===== src/rtl/serial_subtractor_if.sv =====
// Operand/result bundle for serial_subtractor: request side (start, a, b, bi)
// and response side (busy, done, diff, bo).
interface serial_subtractor_if #(
  parameter int unsigned WIDTH = 8
);
  logic             start;
  logic [WIDTH-1:0] a;
  logic [WIDTH-1:0] b;
  logic             bi;
  logic             busy;
  logic             done;
  logic [WIDTH-1:0] diff;
  logic             bo;

  modport master (
    output start, a, b, bi,
    input  busy, done, diff, bo
  );

  modport slave (
    input  start, a, b, bi,
    output busy, done, diff, bo
  );
endinterface


===== src/rtl/serial_subtractor.sv =====
// Bit-serial subtractor: computes a - b - bi one bit per clock, LSB first,
// over WIDTH cycles, then presents diff/bo with a one-cycle done pulse.
module serial_subtractor #(
  parameter int unsigned WIDTH = 8
) (
  input  logic           clk,
  input  logic           rst_n,
  serial_subtractor_if.slave sub
);

  localparam int unsigned CW = $clog2(WIDTH);
  localparam logic [CW-1:0] LAST = CW'(WIDTH - 1);

  typedef enum logic [1:0] {IDLE, RUN, DONE} state_e;

  state_e           state_q, state_d;
  logic [WIDTH-1:0] a_q, a_d;
  logic [WIDTH-1:0] b_q, b_d;
  logic [CW-1:0]    cnt_q, cnt_d;
  logic             br_q, br_d;
  logic             busy_q, busy_d;
  logic             done_q, done_d;
  logic [WIDTH-1:0] diff_q, diff_d;
  logic             bo_q, bo_d;

  logic bit_d;
  logic br_nxt;

  always_comb begin
    state_d = state_q;
    a_d     = a_q;
    b_d     = b_q;
    cnt_d   = cnt_q;
    br_d    = br_q;
    busy_d  = busy_q;
    done_d  = done_q;
    diff_d  = diff_q;
    bo_d    = bo_q;

    bit_d  = a_q[0] ^ b_q[0] ^ br_q;
    br_nxt = (~a_q[0] & b_q[0]) | (~(a_q[0] ^ b_q[0]) & br_q);

    case (state_q)
      RUN: begin
        // Minuend register doubles as the result register: operand bits
        // leave at the LSB while difference bits enter at the MSB.
        a_d  = {bit_d, a_q[WIDTH-1:1]};
        b_d  = {1'b0, b_q[WIDTH-1:1]};
        br_d = br_nxt;
        if (cnt_q == LAST) begin
          state_d = DONE;
          busy_d  = 1'b0;
          done_d  = 1'b1;
          diff_d  = {bit_d, a_q[WIDTH-1:1]};
          bo_d    = br_nxt;
        end else begin
          cnt_d = cnt_q + 1'b1;
        end
      end
      default: begin
        state_d = IDLE;
        done_d  = 1'b0;
        if (sub.start) begin
          state_d = RUN;
          a_d     = sub.a;
          b_d     = sub.b;
          br_d    = sub.bi;
          cnt_d   = '0;
          busy_d  = 1'b1;
        end
      end
    endcase
  end

  always_ff @(posedge clk or negedge rst_n) begin
    if (!rst_n) begin
      state_q <= IDLE;
      a_q     <= '0;
      b_q     <= '0;
      cnt_q   <= '0;
      br_q    <= 1'b0;
      busy_q  <= 1'b0;
      done_q  <= 1'b0;
      diff_q  <= '0;
      bo_q    <= 1'b0;
    end else begin
      state_q <= state_d;
      a_q     <= a_d;
      b_q     <= b_d;
      cnt_q   <= cnt_d;
      br_q    <= br_d;
      busy_q  <= busy_d;
      done_q  <= done_d;
      diff_q  <= diff_d;
      bo_q    <= bo_d;
    end
  end

  assign sub.busy = busy_q;
  assign sub.done = done_q;
  assign sub.diff = diff_q;
  assign sub.bo   = bo_q;

endmodule

===== src/flat_wrapper.sv =====
// flat-port wrapper written by rule: the top's interface ports become plain ports
module serial_subtractor_flat 
#(
  parameter int unsigned WIDTH = 8
)
  (clk, rst_n, sub_start, sub_a, sub_b, sub_bi, sub_busy, sub_done, sub_diff, sub_bo);
  serial_subtractor_if #(.WIDTH(WIDTH)) sub_i ();
  input  logic clk;
  input  logic rst_n;
  input wire logic [$bits(sub_i.start)-1:0] sub_start;
  input wire logic [$bits(sub_i.a)-1:0] sub_a;
  input wire logic [$bits(sub_i.b)-1:0] sub_b;
  input wire logic [$bits(sub_i.bi)-1:0] sub_bi;
  output wire logic [$bits(sub_i.busy)-1:0] sub_busy;
  output wire logic [$bits(sub_i.done)-1:0] sub_done;
  output wire logic [$bits(sub_i.diff)-1:0] sub_diff;
  output wire logic [$bits(sub_i.bo)-1:0] sub_bo;
  assign sub_i.start = sub_start;
  assign sub_i.a = sub_a;
  assign sub_i.b = sub_b;
  assign sub_i.bi = sub_bi;
  assign sub_busy = sub_i.busy;
  assign sub_done = sub_i.done;
  assign sub_diff = sub_i.diff;
  assign sub_bo = sub_i.bo;
  serial_subtractor #(.WIDTH(WIDTH)) u_core (.clk(clk), .rst_n(rst_n), .sub(sub_i));
endmodule

===== config.mk =====
export PLATFORM = sky130hd
export DESIGN_NAME = serial_subtractor_flat
export DESIGN_NICKNAME = d
export VERILOG_FILES = /design/src/rtl/serial_subtractor_if.sv /design/src/rtl/serial_subtractor.sv /design/src/flat_wrapper.sv
export SDC_FILE = /design/constraint.sdc
export NUM_CORES = 1
export LEC_CHECK = 0
export ABC_AREA = 1
export CORE_UTILIZATION = 25
export CTS_CLUSTER_SIZE = 12
export DETAILED_ROUTE_END_ITERATION = 7
export DONT_BUFFER_PORTS = 1
export RECOVER_POWER = 100
export SYNTH_ARGS = -nofsm -noshare
export SYNTH_HDL_FRONTEND = slang
export SYNTH_SLANG_ARGS = --single-unit

===== constraint.sdc =====
create_clock -name clk -period 1.8 [get_ports clk]
set_input_delay 0.27 -clock clk [delete_from_list [all_inputs] [get_ports clk]]
set_output_delay 0.27 -clock clk [all_outputs]
set_load 0.02 [all_outputs]

==> results_dict.tcl, run 1 <==
set metrics [dict create \
    status "finished clean" \
    vias_per_cell 4.50 \
    power_frac_clock 0.170 \
    grt_overflow_total 0 \
    synth_cell_types 15 \
    cp_max_fo 37 \
    synth_compound_area_frac 0.00342 \
    finalSetupViolations 0 \
    clock_latency_ns 0.28 \
    max_cap_viol_count 0 \
    syn_avg_cell_area_um2 8.77 \
    worstPathCellList "inv_1 > nand2_4 > nand2_1 > nand3_1 > nand2_1" \
    grt_pass1_vias 1035 \
    synthMuxAreaShare 0 \
    critPathSlowestCell "dfrtp_1" \
    synth_top_area_share 0.547 \
    grt_pass1_wl_mm 5.13 \
    synth_xor_area_frac 0 \
    start_util 0.263 \
    worst_slew_pin_slew_ns 0.774 \
    hpwl_mm 2.11 \
    yosysTopAreaCell "dfrtp_1" \
    critPathTopFamily "simple AND/OR/NAND/NOR gates" \
    synth_area_leaders "dfrtp_1, nand3_1, nand2_1, ha_1, inv_1" \
    cts_tree "built" \
    fp.dieH_um 78.6 \
    num_io_pins 31 \
    layout-drive-gt1-share 0.0765 \
    wl_per_cell_um 12.8 \
    fin_crit_sh 0.791 \
    area_delta_synth_final_pct 9.65 \
    share_seq_of_total_power 0.484 \
    slew_headroom 0.484 \
    mostFrequentLayoutCells "nand3_1, nand2_1, dfrtp_1, inv_1, clkbuf_8" \
    numCtsBuffers 5 \
    holdWs_ns 0.131 \
    critPathMostFrequentCell "nand2_1" \
    drv_slew 0 \
    routed_wl_mm 3.09 \
    p_int_w 0.00171 \
    fin_util 0.288 \
    ir_drop_v 0.000624 \
    synth-seq-cells 32 \
    antenna_found_initial 0 \
    clk_pin_slew_ns 0.06 \
    final_common_cell "nand3_1" \
    drc 0 \
    yosysWarnings 0 \
    synth-adder-area-share 0.0393 \
    slowest_delay_ns 0.52 \
    fin_skew_ns 0.00509 \
    portBuffers 0 \
    synth_top_family_by_area "simple AND/OR/NAND/NOR gates" \
    die_area_um2 6170 \
    nets 194 \
    finalHoldViolCount 0 \
    cp_data_required_time_ns 1.97 \
    firstDrtPassIters 4 \
    netlist_instances 167 \
    cp.buffers_inverters 1 \
    synth-seq-area-share 0.547 \
    start_kind "flop" \
    postCtsSetupRepairBufs 0 \
    syn_nets 191 \
    root_buffer "clkbuf_8" \
    dr_total_vias 1089 \
    row_count 27 \
    routabilityCongestion 0.743 \
    die_w_um 78.6 \
    p_switching_w 0.00127 \
    cts.sinks 32 \
    max_clock_freq_ghz 0.702 \
    initialDrtViolationCount 57 \
    core-area_um2 5570 \
    grt_start_max_net_pins 38 \
    power.density_nw_per_um2 1860 \
    syn_area_um2 1470 \
    synthSimpleGateAreaFrac 0.352 \
    clockBufferDepth 2 \
    power_leakage_nw 0.788 \
    hp-class "input port to flop" \
    track_usage 0.111 \
    min_period_ns 1.42 \
    ant_nets 0 \
    arrival_ns 1.59 \
    swShare 0.426 \
    rsz0062_at_grt "false" \
    path_class "flop to flop" \
    h-tree-depth 2 \
    antenna_cells 0 \
    cp-end-kind "flop" \
    tns_ns 0 \
    p_comb_frac 0.346 \
]
[power by group through the flow]
stage	Sequential [W]	Clock [W]	Combinational, W
5_1_grt	0.00149	0.000559	0.00121
3_3_place_gp	0.00145	0	0.00102
6_report	0.00144	0.000506	0.00103
3_5_place_dp	0.00146	0	0.00103
4_1_cts	0.00145	0.000522	0.00106
2_1_floorplan	0.00139	0	0.000919
[final timing paths]
check / start / end / slack (ns) / cells after the start
max: u_core.state_q[1] / u_core.cnt_q[2] / 0.38 / 5
min: sub_start / u_core.state_q[0] / 0.13 / 2
max reg2reg: u_core.state_q[1] / u_core.cnt_q[2] / 0.38 / 5
min reg2reg: u_core.b_q[7] / u_core.b_q[7] / 0.48 / 2
max in group asynchronous: rst_n / u_core.sub.diff[1] / 0.68 / 2
min in group asynchronous: rst_n / u_core.a_q[5] / 0.64 / 2
[flip-flops by register name (all words and copies together) (netlist names)]
signal           flops
u_core.sub.diff      8
u_core.b_q           8
u_core.sub.bo        1
u_core.a_q           8
u_core.sub.busy      1
u_core.cnt_q         3
u_core.br_q          1
u_core.state_q       2
[stage by stage]
step | setup slack [ns] | power (W) | cell area, um2 | std cells
after floorplan | 0.516 | 0.00231 | 1470 | 167
after global placement | 0.444 | 0.00247 | 1510 | 233
after detailed placement | 0.392 | 0.00249 | 1510 | 233
after CTS | 0.380 | 0.00303 | 1620 | 242
after global routing | 0.264 | 0.00327 | 1610 | 242
final | 0.376 | 0.00298 | 1610 | 242
[layout make-up]
type	count	area (um2)
inverters	10	37.5
fillers	620	3970
clock inverters	1	5.00
clock buffers	6	72.6
multi-input cells	118	578
repair buffers	3	22.5
flip-flops and latches	32	801
well taps	72	90.1
[per-layer routing]
metal	share of wire	global-route usage	wire, um
met1	0.48	0.147	1470
met2	0.44	0.155	1360
met3	0.070	0.0465	217
met4	0.013	0.0500	40
met5	0	0	0
[logic make-up after synthesis]
family | Yosys count
AND/OR/NAND/NOR | 113
AO/OA/AOI/OAI | 1
flip-flops | 32
adder cells (fa/ha/maj) | 4
buffers and inverters | 17
[repair_timing]
action | CTS | global route
hold buffers | 2 | 0
endpoints found under the hold margin | 32 | 0
resized for setup | 0 | 0
[cells in the mapped netlist (all sizes together)]
| cell type | n |
|---|---|
| a21oi | 1 |
| buf | 7 |
| dfrtp | 32 |
| fa | 1 |
| ha | 3 |
| inv | 10 |
| nand2 | 54 |
| nand3 | 53 |
| nor2 | 6 |
(Power assumes the default switching activity.)
==> run 2: changes to the inputs <==
==> constraint.sdc (replaced) <==
create_clock -name clk -period 1.5 [get_ports clk]
set_input_delay 0.225 -clock clk [delete_from_list [all_inputs] [get_ports clk]]
set_output_delay 0.225 -clock clk [all_outputs]
set_load 0.02 [all_outputs]
==> run 2 against run 1 <==
Net effect: combinational power grew 22%; worst setup slack worse by 0.22 ns; register-to-register slack worse by 0.22 ns; power up 27%; die area unchanged; routed wire length is essentially flat; clock-buffer cell count stayed put; sequential cell count unchanged; maximum frequency increased by 5.6%; cell area rose by 2.4%; critical endpoint is now u_core.a_q[0].
==> results_dict.tcl, run 2 (same netlist as run 1, synthesis figures left out) <==
set metrics [dict create \
    vias_per_cell 4.51 \
    rsz0062_at_grt "false" \
    area_delta_synth_final_pct 12.3 \
    cts_tree "built" \
    power_leakage_nw 0.811 \
    worstPathCellList "inv_2 > nor2_2 > clkbuf_2 > nand2_1 > nand3_1" \
    routabilityCongestion 0.796 \
    cp_data_required_time_ns 1.73 \
    grt_overflow_total 0 \
    max_clock_freq_ghz 0.742 \
    fin_skew_ns 0.00770 \
    fin_crit_sh 0.898 \
    cp-end-kind "flop" \
    start_kind "flop" \
    finalHoldViolCount 0 \
    start_util 0.263 \
    cp_max_fo 10 \
    h-tree-depth 2 \
    fp.dieH_um 78.6 \
    worst_slack_ns 0.152 \
    max_cap_viol_count 0 \
    status "finished clean" \
    clock_latency_ns 0.29 \
    finalSetupViolations 0 \
    root_buffer "clkbuf_8" \
    track_usage 0.114 \
    slowest_delay_ns 0.44 \
    layout-drive-gt1-share 0.0925 \
    core-area_um2 5570 \
    routed_wl_mm 3.10 \
    min_period_ns 1.35 \
    row_count 27 \
    arrival_ns 1.57 \
    critPathSlowestCell "dfrtp_1" \
    nets 196 \
    wl_per_cell_um 12.6 \
    holdWs_ns 0.0801 \
    clk_pin_slew_ns 0.07 \
    ir_drop_v 0.000641 \
    grt_start_max_net_pins 33 \
    numCtsBuffers 5 \
    hpwl_mm 2.15 \
    die_w_um 78.6 \
    hp-class "input port to flop" \
    grt_pass1_wl_mm 5.31 \
    firstDrtPassIters 4 \
    antenna_cells 0 \
    power.density_nw_per_um2 2310 \
    slew_headroom 0.464 \
    path_class "flop to flop" \
    antenna_found_initial 0 \
    dp_slack_ns 0.115 \
    clockBufferDepth 2 \
    postCtsSetupRepairBufs 0 \
    initialDrtViolationCount 120 \
    mostFrequentLayoutCells "nand2_1, nand3_1, dfrtp_1, inv_1, clkbuf_8" \
    drc 0 \
    dr_total_vias 1105 \
    p_total_w 0.00379 \
    num_io_pins 31 \
    tns_ns 0 \
    die_area_um2 6170 \
    worst_slew_pin_slew_ns 0.804 \
    portBuffers 0 \
    drv_slew 0 \
    ant_nets 0 \
    grt_pass1_vias 1088 \
    cts.sinks 32 \
]
run 2: cell types whose count changed in the layout (fill, tap and decap cells not counted), sizes merged:
cell    change
clkbuf      +2
bufinv      +1
run 2: worst paths after layout:
kind,start,to,slack (ns),depth (start not counted)
min in group asynchronous,rst_n,u_core.sub.diff[6],0.56,2
hold / removal,sub_b[7],u_core.b_q[7],0.08,2
setup reg to reg,u_core.state_q[0],u_core.a_q[0],0.15,5
hold reg to reg,u_core.b_q[7],u_core.b_q[7],0.48,2
max in group asynchronous,rst_n,u_core.b_q[1],0.43,2
setup / recovery,u_core.state_q[0],u_core.a_q[0],0.15,5
run 2: power breakdown:
group	switching [W]	internal, W	leakage (nW)	total, W
registers	0.000440	0.00127	0.398	0.00171
clock network	0.000326	0.000493	0.0552	0.000818
logic	0.000787	0.000473	0.357	0.00126
run 2: final cells by class:
type | instances | area (um2)
tap | 72 | 90.1
fill | 610 | 3930
multi-input combinational | 118 | 578
sequential | 32 | 801
clock inverter | 2 | 35.0
timing repair buffer | 5 | 31.3
clock buffer | 6 | 72.6
inverter | 10 | 37.5
run 2: stage by stage:
step | std cells | cell area (um2) | util
final | 245 | 1650 | 0.295
after global routing | 245 | 1650 | 0.295
after detailed placement | 235 | 1530 | 0.274
after CTS | 245 | 1670 | 0.299
after floorplan | 167 | 1470 | -
after global placement | 235 | 1530 | 0.274
run 2: critical path: cells and delay by family (launching register included):
family / cells / cell delay (ns)
and+or+nand+nor: 3 / 0.51
DFF: 1 / 0.44
buffers and inverters: 2 / 0.34
run 2: per-layer routing:
metal  track usage  part of all wire
met1         0.152              0.46
met2         0.160              0.43
met3        0.0547             0.097
met4        0.0389            0.0084
met5             0                 0
run 2: what timing repair did:
action                                  4_1_cts  5_1_grt
endpoints found under the hold margin        32        0
gates resized for setup                       0        1
hold buffers                                  2        0
endpoints found under the setup margin        0        1
==> run 3: changes to the inputs <==
--- a/config.mk
+++ b/config.mk
@@ -6,6 +6,8 @@
 export NUM_CORES = 1
 export LEC_CHECK = 0
 export ABC_AREA = 1
+export CAP_MARGIN = 10
+export CORE_ASPECT_RATIO = 1.1
 export CORE_UTILIZATION = 25
 export CTS_CLUSTER_SIZE = 12
 export DETAILED_ROUTE_END_ITERATION = 7
==> constraint.sdc (replaced) <==
create_clock -name clk -period 1.4 [get_ports clk]
set_input_delay 0.21 -clock clk [delete_from_list [all_inputs] [get_ports clk]]
set_output_delay 0.21 -clock clk [all_outputs]
set_load 0.02 [all_outputs]
==> run 3 against run 2 <==
Net effect: critical path type unchanged; maximum frequency rose by 4.2%; clock-buffer cell count did not move; clock power rose by 4.0%; clock skew fell by 0.0016 ns.
==> results_dict.tcl, run 3 (same netlist as run 1, synthesis figures left out) <==
set metrics [dict create \
    drt-met1-wl_mm 1.39 \
    slowest_delay_ns 0.40 \
    dp_cells 239 \
    hp-class "input port to flop" \
    start_kind "flop" \
    fp.dieH_um 82.3 \
    ant_nets 0 \
    die_w_um 75.0 \
    swShare 0.409 \
    r2r_start "u_core.cnt_q[0]" \
    cp-end-kind "flop" \
    routed.top_layer "met4" \
    slew_headroom 0.466 \
    routabilityCongestion 0.728 \
    nets 197 \
    fin_skew_ns 0.00607 \
    ir_drop_v 0.00109 \
    fillCellCount 601 \
    share_seq_of_total_power 0.451 \
    final_cells 249 \
    worst_slew_pin_slew_ns 0.801 \
    core-area_um2 5500 \
    firstDrtPassIters 4 \
    track_usage 0.115 \
    clockBufferDepth 2 \
    initialDrtViolationCount 69 \
    hpwl_mm 2.20 \
    p_switching_w 0.00167 \
    path_class "flop to flop" \
    portBuffers 0 \
    tns_ns 0 \
    max_cap_viol_count 0 \
    status "finished clean" \
    hold_start "sub_b[7]" \
    antenna_cells 0 \
    power.density_nw_per_um2 2470 \
    finalHoldViolCount 0 \
    clk_pin_slew_ns 0.06 \
    cp_max_fo 4 \
    cp.buffers_inverters 2 \
    fin_area_um2 1660 \
    fin_crit_sh 0.924 \
    max_clock_freq_ghz 0.773 \
    area_delta_synth_final_pct 13.4 \
    arrival_ns 1.51 \
    dr_wl_met3_um 224 \
    min_period_ns 1.29 \
    power_leakage_nw 0.817 \
    h-tree-depth 2 \
    cp_data_required_time_ns 1.61 \
    dr_total_vias 1121 \
    numCtsBuffers 5 \
    vias_per_cell 4.50 \
    mostFrequentLayoutCells "nand2_1, nand3_1, dfrtp_1, inv_1, clkbuf_8" \
    wl_met2_mm 1.46 \
    grt_overflow_total 0 \
    grt_pass1_vias 1102 \
    grt_pass1_wl_mm 5.27 \
    startpoint "u_core.cnt_q[0]" \
    critPathSlowestCell "dfrtp_1" \
    antenna_found_initial 0 \
    rsz0062_at_grt "false" \
    finalSetupViolations 0 \
    power_frac_clock 0.208 \
    die_area_um2 6170 \
    num_io_pins 31 \
    root_buffer "clkbuf_8" \
    wl_per_cell_um 12.5 \
    row_count 28 \
    critPathTopFamily "adder cells" \
    start_util 0.266 \
    grt_start_max_net_pins 33 \
    dpl-instance-area_um2 1540 \
    critPathMostFrequentCell "nand2_1" \
    cts_tree "built" \
    drv_slew 0 \
    postCtsSetupRepairBufs 0 \
    holdWs_ns 0.0797 \
    p_comb_frac 0.341 \
    p_total_w 0.00410 \
    layout-drive-gt1-share 0.103 \
    worstPathCellList "ha_1 > ha_2 > inv_2 > nand3_2 > inv_1 > nand2_1 > nand2_1" \
    p_int_w 0.00242 \
    drc 0 \
    clock_latency_ns 0.28 \
    routed_wl_mm 3.11 \
    cts.sinks 32 \
]
[run 3: changes by cell type in the layout (fill, tap and decap cells not counted), sizes merged]
cell,change
clkbuf,+1
[run 3: worst register-to-register path, delay by kind of cell (launching register included)]
family,cells,cell delay [ns]
buffers and inverters,2,0.20
and+or+nand+nor,3,0.22
adders and majority gates,2,0.42
DFF,1,0.40
[run 3: metrics by stage]
stage / utilization / worst slack (ns)
2_1_floorplan: - / 0.116
3_3_place_gp: 0.280 / 0.0642
3_5_place_dp: 0.280 / -0.00435
4_1_cts: 0.306 / 0.0234
5_1_grt: 0.302 / 0.0211
6_report: 0.302 / 0.107
[run 3: path summary, 6_finish.rpt]
kind	slack [ns]	endpoint	depth (start not counted)
setup / recovery	0.11	u_core.cnt_q[1]	7
hold / removal	0.08	u_core.b_q[7]	2
setup reg to reg	0.11	u_core.cnt_q[1]	7
hold reg to reg	0.47	u_core.b_q[7]	2
max in group asynchronous	0.34	u_core.b_q[5]	2
min in group asynchronous	0.55	u_core.sub.diff[5]	2
[run 3: layout make-up]
| cell class | instances | area [um2] | share of cell area |
|---|---|---|---|
| Sequential cell | 32 | 801 | 0.482 |
| Multi-Input combinational cell | 118 | 586 | 0.352 |
| Tap cell | 75 | 93.8 | 0.0565 |
| Clock buffer | 6 | 72.6 | 0.0437 |
| Inverter | 10 | 37.5 | 0.0226 |
| Timing Repair Buffer | 6 | 36.3 | 0.0218 |
| Clock inverter | 2 | 35.0 | 0.0211 |
[run 3: routing by layer]
layer	vias up	GRT usage
met5	-	0
met4	0	0.0340
met3	5	0.0388
met2	28	0.180
met1	533	0.151
li1	555	-
[run 3: what timing repair did]
action                                 CTS  global route
setup endpoints to repair                3            11
gates resized for setup                  1             2
endpoints found under the hold margin   32             0
hold buffers                             2             0
pin swaps                                0             0
[run 3: power groups by stage]
| stage | clock network [W] | registers (W) | logic (W) |
|---|---|---|---|
| 6_report | 0.000851 | 0.00185 | 0.00140 |
| 5_1_grt | 0.000917 | 0.00191 | 0.00166 |
| 4_1_cts | 0.000872 | 0.00186 | 0.00145 |
| 3_5_place_dp | 0 | 0.00188 | 0.00141 |
| 3_3_place_gp | 0 | 0.00186 | 0.00137 |
| 2_1_floorplan | 0 | 0.00179 | 0.00118 |
